<file path="config.mk">
export PLATFORM = sky130hd
export DESIGN_NAME = rf_wport_arbiter
export DESIGN_NICKNAME = d
export VERILOG_FILES = /design/src/rtl/rf_wport_arbiter.sv
export SDC_FILE = /design/constraint.sdc
export NUM_CORES = 1
export LEC_CHECK = 0
export CAP_MARGIN = 20
export CORE_UTILIZATION = 51
export CTS_CLUSTER_SIZE = 25
export DETAILED_ROUTE_END_ITERATION = 7
export PLACE_DENSITY = 0.86
export SLEW_MARGIN = 5
export SYNTH_ARGS = -nofsm -noshare
export SYNTH_HDL_FRONTEND = slang
export SYNTH_SLANG_ARGS = --single-unit
</file>
<file path="constraint.sdc">
create_clock -name clk -period 3.4 [get_ports clk]
set_input_delay 0.51 -clock clk [delete_from_list [all_inputs] [get_ports clk]]
set_output_delay 0.51 -clock clk [all_outputs]
set_load 0.01 [all_outputs]
</file>
<file path="src/rtl/rf_wport_arbiter.sv">
// Register-file write-port arbiter: merges write-back stage writes with buffered
// long-latency results, with a starvation guard that forces the buffered head through.
module rf_wport_arbiter #(
  parameter int unsigned STARVE_MAX = 4
) (
  input  logic        clk,
  input  logic        resetn,
  input  logic        ws_we,
  input  logic [4:0]  ws_waddr,
  input  logic [31:0] ws_wdata,
  output logic        ws_ready,
  input  logic        lt_valid,
  output logic        lt_ready,
  input  logic [4:0]  lt_waddr,
  input  logic [31:0] lt_wdata,
  output logic        rf_we,
  output logic [4:0]  rf_waddr,
  output logic [31:0] rf_wdata,
  output logic [31:0] pend_mask
);

  localparam logic [3:0] STARVE_LIM = 4'(STARVE_MAX);

  typedef enum logic [1:0] {
    GNT_IDLE,
    GNT_WS,
    GNT_LT
  } gnt_e;

  logic [1:0]  occ_q, occ_d;
  logic        wr_ptr_q, wr_ptr_d;
  logic        rd_ptr_q, rd_ptr_d;
  logic [3:0]  starve_cnt_q, starve_cnt_d;
  logic [4:0]  addr_q [2];
  logic [4:0]  addr_d [2];
  logic [31:0] data_q [2];
  logic [31:0] data_d [2];

  gnt_e        gnt;
  logic        fifo_nempty;
  logic        fifo_full;
  logic        starve;
  logic        push;
  logic        pop;
  logic [4:0]  head_addr;
  logic [31:0] head_data;
  logic [1:0]  ent_vld;

  always_comb begin
    fifo_nempty = (occ_q != 2'd0);
    fifo_full   = (occ_q == 2'd2);
    starve      = fifo_nempty && (starve_cnt_q == STARVE_LIM);
    head_addr   = addr_q[rd_ptr_q];
    head_data   = data_q[rd_ptr_q];

    // The starved head overrides the WB stage; otherwise WB has priority.
    if (starve)           gnt = GNT_LT;
    else if (ws_we)       gnt = GNT_WS;
    else if (fifo_nempty) gnt = GNT_LT;
    else                  gnt = GNT_IDLE;

    ws_ready = !starve;
    lt_ready = !fifo_full;
    push     = lt_valid && !fifo_full;
    pop      = (gnt == GNT_LT);
  end

  always_comb begin
    rf_we    = 1'b0;
    rf_waddr = 5'd0;
    rf_wdata = 32'd0;
    unique case (gnt)
      GNT_WS: begin
        rf_waddr = ws_waddr;
        rf_wdata = ws_wdata;
        rf_we    = (ws_waddr != 5'd0);
      end
      GNT_LT: begin
        rf_waddr = head_addr;
        rf_wdata = head_data;
        rf_we    = (head_addr != 5'd0);
      end
      default: ;
    endcase
  end

  always_comb begin
    occ_d        = occ_q;
    wr_ptr_d     = wr_ptr_q;
    rd_ptr_d     = rd_ptr_q;
    starve_cnt_d = starve_cnt_q;
    addr_d       = addr_q;
    data_d       = data_q;

    if (push) begin
      addr_d[wr_ptr_q] = lt_waddr;
      data_d[wr_ptr_q] = lt_wdata;
      wr_ptr_d         = !wr_ptr_q;
    end
    if (pop) begin
      rd_ptr_d = !rd_ptr_q;
    end

    if (push && !pop)      occ_d = occ_q + 2'd1;
    else if (pop && !push) occ_d = occ_q - 2'd1;

    // The counter measures how long the current head has been waiting.
    if (pop || !fifo_nempty)           starve_cnt_d = 4'd0;
    else if (starve_cnt_q < STARVE_LIM) starve_cnt_d = starve_cnt_q + 4'd1;
  end

  always_comb begin
    ent_vld   = 2'b00;
    pend_mask = 32'd0;
    if (occ_q == 2'd2)      ent_vld = 2'b11;
    else if (occ_q == 2'd1) ent_vld[rd_ptr_q] = 1'b1;
    for (int i = 0; i < 2; i++) begin
      if (ent_vld[i]) pend_mask[addr_q[i]] = 1'b1;
    end
    pend_mask[0] = 1'b0;
  end

  always_ff @(posedge clk or negedge resetn) begin
    if (!resetn) begin
      occ_q        <= 2'd0;
      wr_ptr_q     <= 1'b0;
      rd_ptr_q     <= 1'b0;
      starve_cnt_q <= 4'd0;
      for (int i = 0; i < 2; i++) begin
        addr_q[i] <= 5'd0;
        data_q[i] <= 32'd0;
      end
    end else begin
      occ_q        <= occ_d;
      wr_ptr_q     <= wr_ptr_d;
      rd_ptr_q     <= rd_ptr_d;
      starve_cnt_q <= starve_cnt_d;
      for (int i = 0; i < 2; i++) begin
        addr_q[i] <= addr_d[i];
        data_q[i] <= data_d[i];
      end
    end
  end

endmodule
</file>
# After elaboration in Yosys (flattened, before gate mapping)

Index checks and enable logic that the tools add are counted.

Bits in registers: 82
Input port bits: 78
Output and inout bits: 72
Word-level logic and storage cells: 82

Add/subtract/negate cells: 3
$lt $le $gt $ge: 10
Eq/ne operators: 5
Multiplexer cells: 32
Bitwise operators: 3
Reductions and logical operators: 21

Operators with widths:

| cell                                                | number |
|---|---|
| two-way mux 32 bit                                  | 6 |
| bitwise mux 64 bit                                  | 1 |
| one-hot mux 32 bit (2 select lines)                 | 1 |
| demux 32 bit (select 1 bit)                         | 1 |
| OR 32 bit                                           | 1 |
| two-way mux 5 bit                                   | 4 |
| two-way mux 2 bit                                   | 7 |
| < comparator 5 x 6 -> 1 bit, second input constant  | 2 |
| bitwise mux 10 bit                                  | 1 |
| demux 1 bit (select 5 bit)                          | 2 |
| >= comparator 5 x 1 -> 1 bit, second input constant | 2 |
| one-hot mux 5 bit (2 select lines)                  | 1 |
| nonzero test 5 bit                                  | 2 |
| logical AND 1 bit                                   | 8 |
| two-way mux 4 bit                                   | 2 |
| zero test 1 bit                                     | 7 |
| nonzero test 2 bit                                  | 3 |
| demux 5 bit (select 1 bit)                          | 1 |
| adder 4 x 1 -> 4 bit, second input constant         | 1 |
| equality test 2 x 1 -> 1 bit, second input constant | 2 |
| equality test 2 bit, second input constant          | 2 |
| equality test 4 x 3 -> 1 bit, second input constant | 1 |
| >= comparator 2 bit, second input constant          | 2 |
| < comparator 4 x 3 -> 1 bit, second input constant  | 1 |
| other kinds (10)                                    | 13 |

# Logic depth before layout (Yosys ltp)

Depth after elaboration: 9
Mapped depth: 9
Gate-level depth less buffers: 8

# Worst setup path before layout

No wires, ideal clock.

Path type: register to output
From: register occ_q[0]
To: output rf_waddr[0]
Data arrival time: 1,696 ps
Required time: 2,890 ps
Path slack: 1,194 ps
Stages on the path, launching flop included: 8
Buffers on the path: 2
Cells stage by stage: dfrtp_1 -> inv_1 -> ha_1 -> buf_2 -> nand4bb_4 -> nand2_1 -> buf_4 -> mux2_2

Longest elaborated chain between the ends: 6
Elaborated cells on any way between the ends: 8
Those cells by class: eq/ne (2); mux (4); reduce/logical (2)

Ends and longest elaborated chain:

| item                                                                       | RTL line | text |
|---|---|---|
| start: declaration                                                         | 30       | `logic [1:0] occ_q, occ_d;` |
| start signal: assignment                                                   | 125      | `occ_q <= 2'd0;` |
| start signal: assignment                                                   | 134      | `occ_q <= occ_d;` |
| nonzero test 2 bit *                                                       | 50       | `fifo_nempty = (occ_q != 2'd0);` |
| two-way mux 2 bit                                                          | 59       | `else if (fifo_nempty) gnt = GNT_LT;` |
| two-way mux 2 bit                                                          | 58       | `else if (ws_we) gnt = GNT_WS;` |
| two-way mux 2 bit *                                                        | 57       | `if (starve) gnt = GNT_LT;` |
| equality test 2 bit / equality test 2 x 1 -> 1 bit (equally long branches) | 72       | `unique case (gnt)` |
| one-hot mux 5 bit (2 select lines) *                                       | 72       |  |
| end: declaration                                                           | 17       | `output logic [4:0] rf_waddr,` |

Mark *: on every way between the ends. The rest lies on a longest branch, timed or not.

# Worst setup path after layout

From: register occ_q[0]
To: output pend_mask[12]

Longest elaborated chain between the ends: 6
Elaborated cells on any way between the ends: 7
Those cells by class: eq/ne (2); mux (4); bitwise (1)

Ends and longest elaborated chain:

| item                         | RTL line | text |
|---|---|---|
| equality test 2 x 1 -> 1 bit | 116      | `else if (occ_q == 2'd1) ent_vld[rd_ptr_q] = 1'b1;` |
| two-way mux 2 bit            | 116      |  |
| two-way mux 2 bit *          | 115      | `if (occ_q == 2'd2) ent_vld = 2'b11;` |
| two-way mux 32 bit           | 118      | `if (ent_vld[i]) pend_mask[addr_q[i]] = 1'b1;` |
| OR 32 bit (no line)          | n/a      |  |
| two-way mux 32 bit *         | 118      |  |
| end: declaration             | 19       | `output logic [31:0] pend_mask` |

Marks and branches as above.

==> metrics <==
run status complete, no violations; unrepaired setup endpoints after global routing false; ant diodes 0; Worst Skew 0.01357 ns; R2R cell count 6; Setup-failing EPs final 0; TritonCTS buffer count 9; Unique masters post-synth 37; critical-path cell list inv_1, ha_1, a21o_1, or3b_1, o22ai_1, clkdlybuf4s50_1; drt via density 5.704; worst slew pin tran 0.9871 ns; CP max FO 7; initial antenna violation count 0; Die Span X 99.18 um; most frequent cells in the layout clkdlybuf4s50_1, dfrtp_1, mux2_2; Tightest Hold Check Type reg -> reg; Residual DRC 0; worst setup slack after layout 0.2847 ns; Max Cap Viol 0; DRT iter0 DRCs 172; deepest clock path buffer count 2; root buf cell clkbuf_8; vias 3,719; I/O Buffers 148; wl on met1 4.979 mm; WP buf/inv 2; xor/xnor share of the synthesized area 0.9093%; FMAX 321.0 MHz; delay of the slowest cell on the worst path 0.56 ns; Syn. warnings 0; CP delay by family, top buffers and inverters; Arrival @ worst endpoint 2.61 ns; syn avg cell area 12.04 um^2; post-synthesis compound-gate area fraction 5.430%; slowest CP cell clkdlybuf4s50_1; initial core utilization 52.37%; Pwr per Cell Area 854.5 nW/um^2; Final ANT Viol Nets 0; worst hold slack 0.5120 ns; post-synthesis simple-gate area fraction 8.833%; CTS sink cnt 82; Core Rows 35; Placement Setup Slack 0.6382 ns; post-CTS sizing 0; final hold vios 0; Max Slew Vio Count 0; mux contribution to synthesized area 36.19%; Layout area overhead 35.93%; worst hold path stage count 1; total core area 9196 um^2; adder-cell area share of the yosys netlist 1.559%; Mapped Nets 484; met2 routed WL 5.490 mm; global-route wire length before repair 18.43 mm; routability cong. 0.8133; CP Capture Type primary output; register area 2053 um^2; Clock transition at path regs 0.08 ns; Period Utilization, post-route 91.63%; register area share after synthesis 42.61%; router iterations before antenna repair 5; VDD IR-drop max 0.4060 mV; worst skew pair latency 0.35 ns; setup_tns 0 ns; met3 WL post-DR 686 um; Worst path depth 6; global-route usage over all layers 23.72%; IO Count 150; die area 9836 um^2; fillcell total 646; Req. time, crit path 2.89 ns; Multi-input gate area 2557 um^2; layout cells sized above 1 26.06%; largest family of logic cells by synthesized area multiplexers; Leak 2.748 nW; Top Metal Used met4; Final Critical Period 3.115 ns; most common cell after layout, fill and taps aside clkdlybuf4s50_1; largest net degree at the start of global routing 83; Rel. slew slack 33.96%; Startpoint Class flip-flop; final WL 11.20 mm; # H-tree levels 3; Avg WL per Cell 17.18 um; DIE HEIGHT 99.18 um; kind of critical path reg -> out; Mapped Area 4816 um^2; register bit total from synthesis 82; vias in the first global route 3,780; DPL Wire Length 7.645 mm; Congestion Overflow GR 0; NumNets Final 620; CTS tree built; Post-Synthesis Cells 400
==> synthesized netlist by cell type <==
library cell | count | area share [%]
buf_2 | 6 | 0.62
mux2_1 | 3 | 0.70
buf_4 | 8 | 1.2
inv_1 | 9 | 0.70
mux2i_1 | 38 | 7.9
nand3_1 | 3 | 0.31
o211ai_1 | 4 | 0.62
nor2b_4 | 2 | 0.57
o21ai_0 | 1 | 0.10
nand4bb_4 | 1 | 0.57
nor3b_1 | 1 | 0.16
nand2_1 | 5 | 0.39
o22ai_1 | 32 | 4.2
or3b_2 | 4 | 0.73
ha_1 | 6 | 1.6
clkbuf_2 | 1 | 0.10
clkbuf_1 | 10 | 0.78
conb_1 | 1 | 0.078
nor4b_1 | 1 | 0.18
a21o_1 | 1 | 0.16
nor3_1 | 4 | 0.42
xor2_1 | 3 | 0.55
dfrtp_1 | 82 | 43
nor4_1 | 1 | 0.13
mux2_4 | 30 | 9.4
a21oi_1 | 2 | 0.21
xnor2_1 | 2 | 0.36
mux2_2 | 78 | 18
or3_1 | 2 | 0.26
or4_1 | 1 | 0.16
nor2b_1 | 1 | 0.13
nor2_1 | 42 | 3.3
or3b_1 | 1 | 0.18
nand2_2 | 1 | 0.13
buf_6 | 4 | 0.94
o2bb2ai_1 | 1 | 0.18
nand3b_1 | 8 | 1.2
==> worst register-to-register path: cells and delay by family, from the launching register on <==
family	cells	cell delay, ns
simple gates	2	0.66
buf+inv	2	0.38
fa+ha+maj	1	0.31
mux	1	0.38
flops	1	0.40
==> stage by stage <==
stage                     power (mW)  util (%)  cells  cell area, um^2
after detailed placement       4.964     68.83    634             6330
after CTS                      5.619     70.78    650             6509
final                          5.594     71.18    652             6546
after floorplan                3.922         -    400             4816
after global routing           5.966     71.18    652             6546
after global placement         4.838     68.83    634             6330
==> repair_timing <==
action,4_1_cts,5_1_grt
hold endpoints to repair,0,12
hold buffers,0,1
setup buffers,0,0
==> cell families (layout without fill, tap and decap cells) <==
logic type / count (synthesis) / after routing
muxes: 149 / 149
DFF: 82 / 82
and+or+nand+nor: 78 / 78
AOI/OAI and AO/OA: 41 / 41
buffers and inverters: 38 / 179
adders and majority gates: 6 / 6
xor gates and xnor gates: 5 / 5
other: 1 / 1
==> flip-flops by register name, summed over array words and instances, names as in the netlist <==
register and flops:
addr_q 10, occ_q 2, data_q 64, wr_ptr_q 1
rd_ptr_q 1, starve_cnt_q 4
==> final cells by class <==
class,instances,area share (%)
clock buffer,9,1.892
sequential,82,31.36
clock inverter,7,0.8410
timing repair buffer,154,24.20
inverter,9,0.5161
tap,111,2.122
multi-input combinational,280,39.07
==> report_power, final <==
part | total [mW] | internal [mW] | switching (mW)
logic | 3.08 | 1.78 | 1.30
registers | 1.88 | 1.47 | 0.412
clock network | 0.633 | 0.270 | 0.363
==> path summary, 6_finish.rpt <==
check,start,to,slack [ns]
setup / recovery,occ_q[0],pend_mask[12],0.28
hold / removal,data_q[1],data_q[1],0.51
setup reg to reg,occ_q[0],data_q[63],1.15
hold reg to reg,data_q[1],data_q[1],0.51
max in group asynchronous,resetn,rd_ptr_q,2.25
min in group asynchronous,resetn,data_q[39],0.54
==> layer usage <==
layer  GRT usage [%]  up-vias
li1                -     1716
met1           30.49     1854
met2           40.99      145
met3           5.271        4
met4           5.769        0
met5               0        -
(Power assumes the default switching activity.)
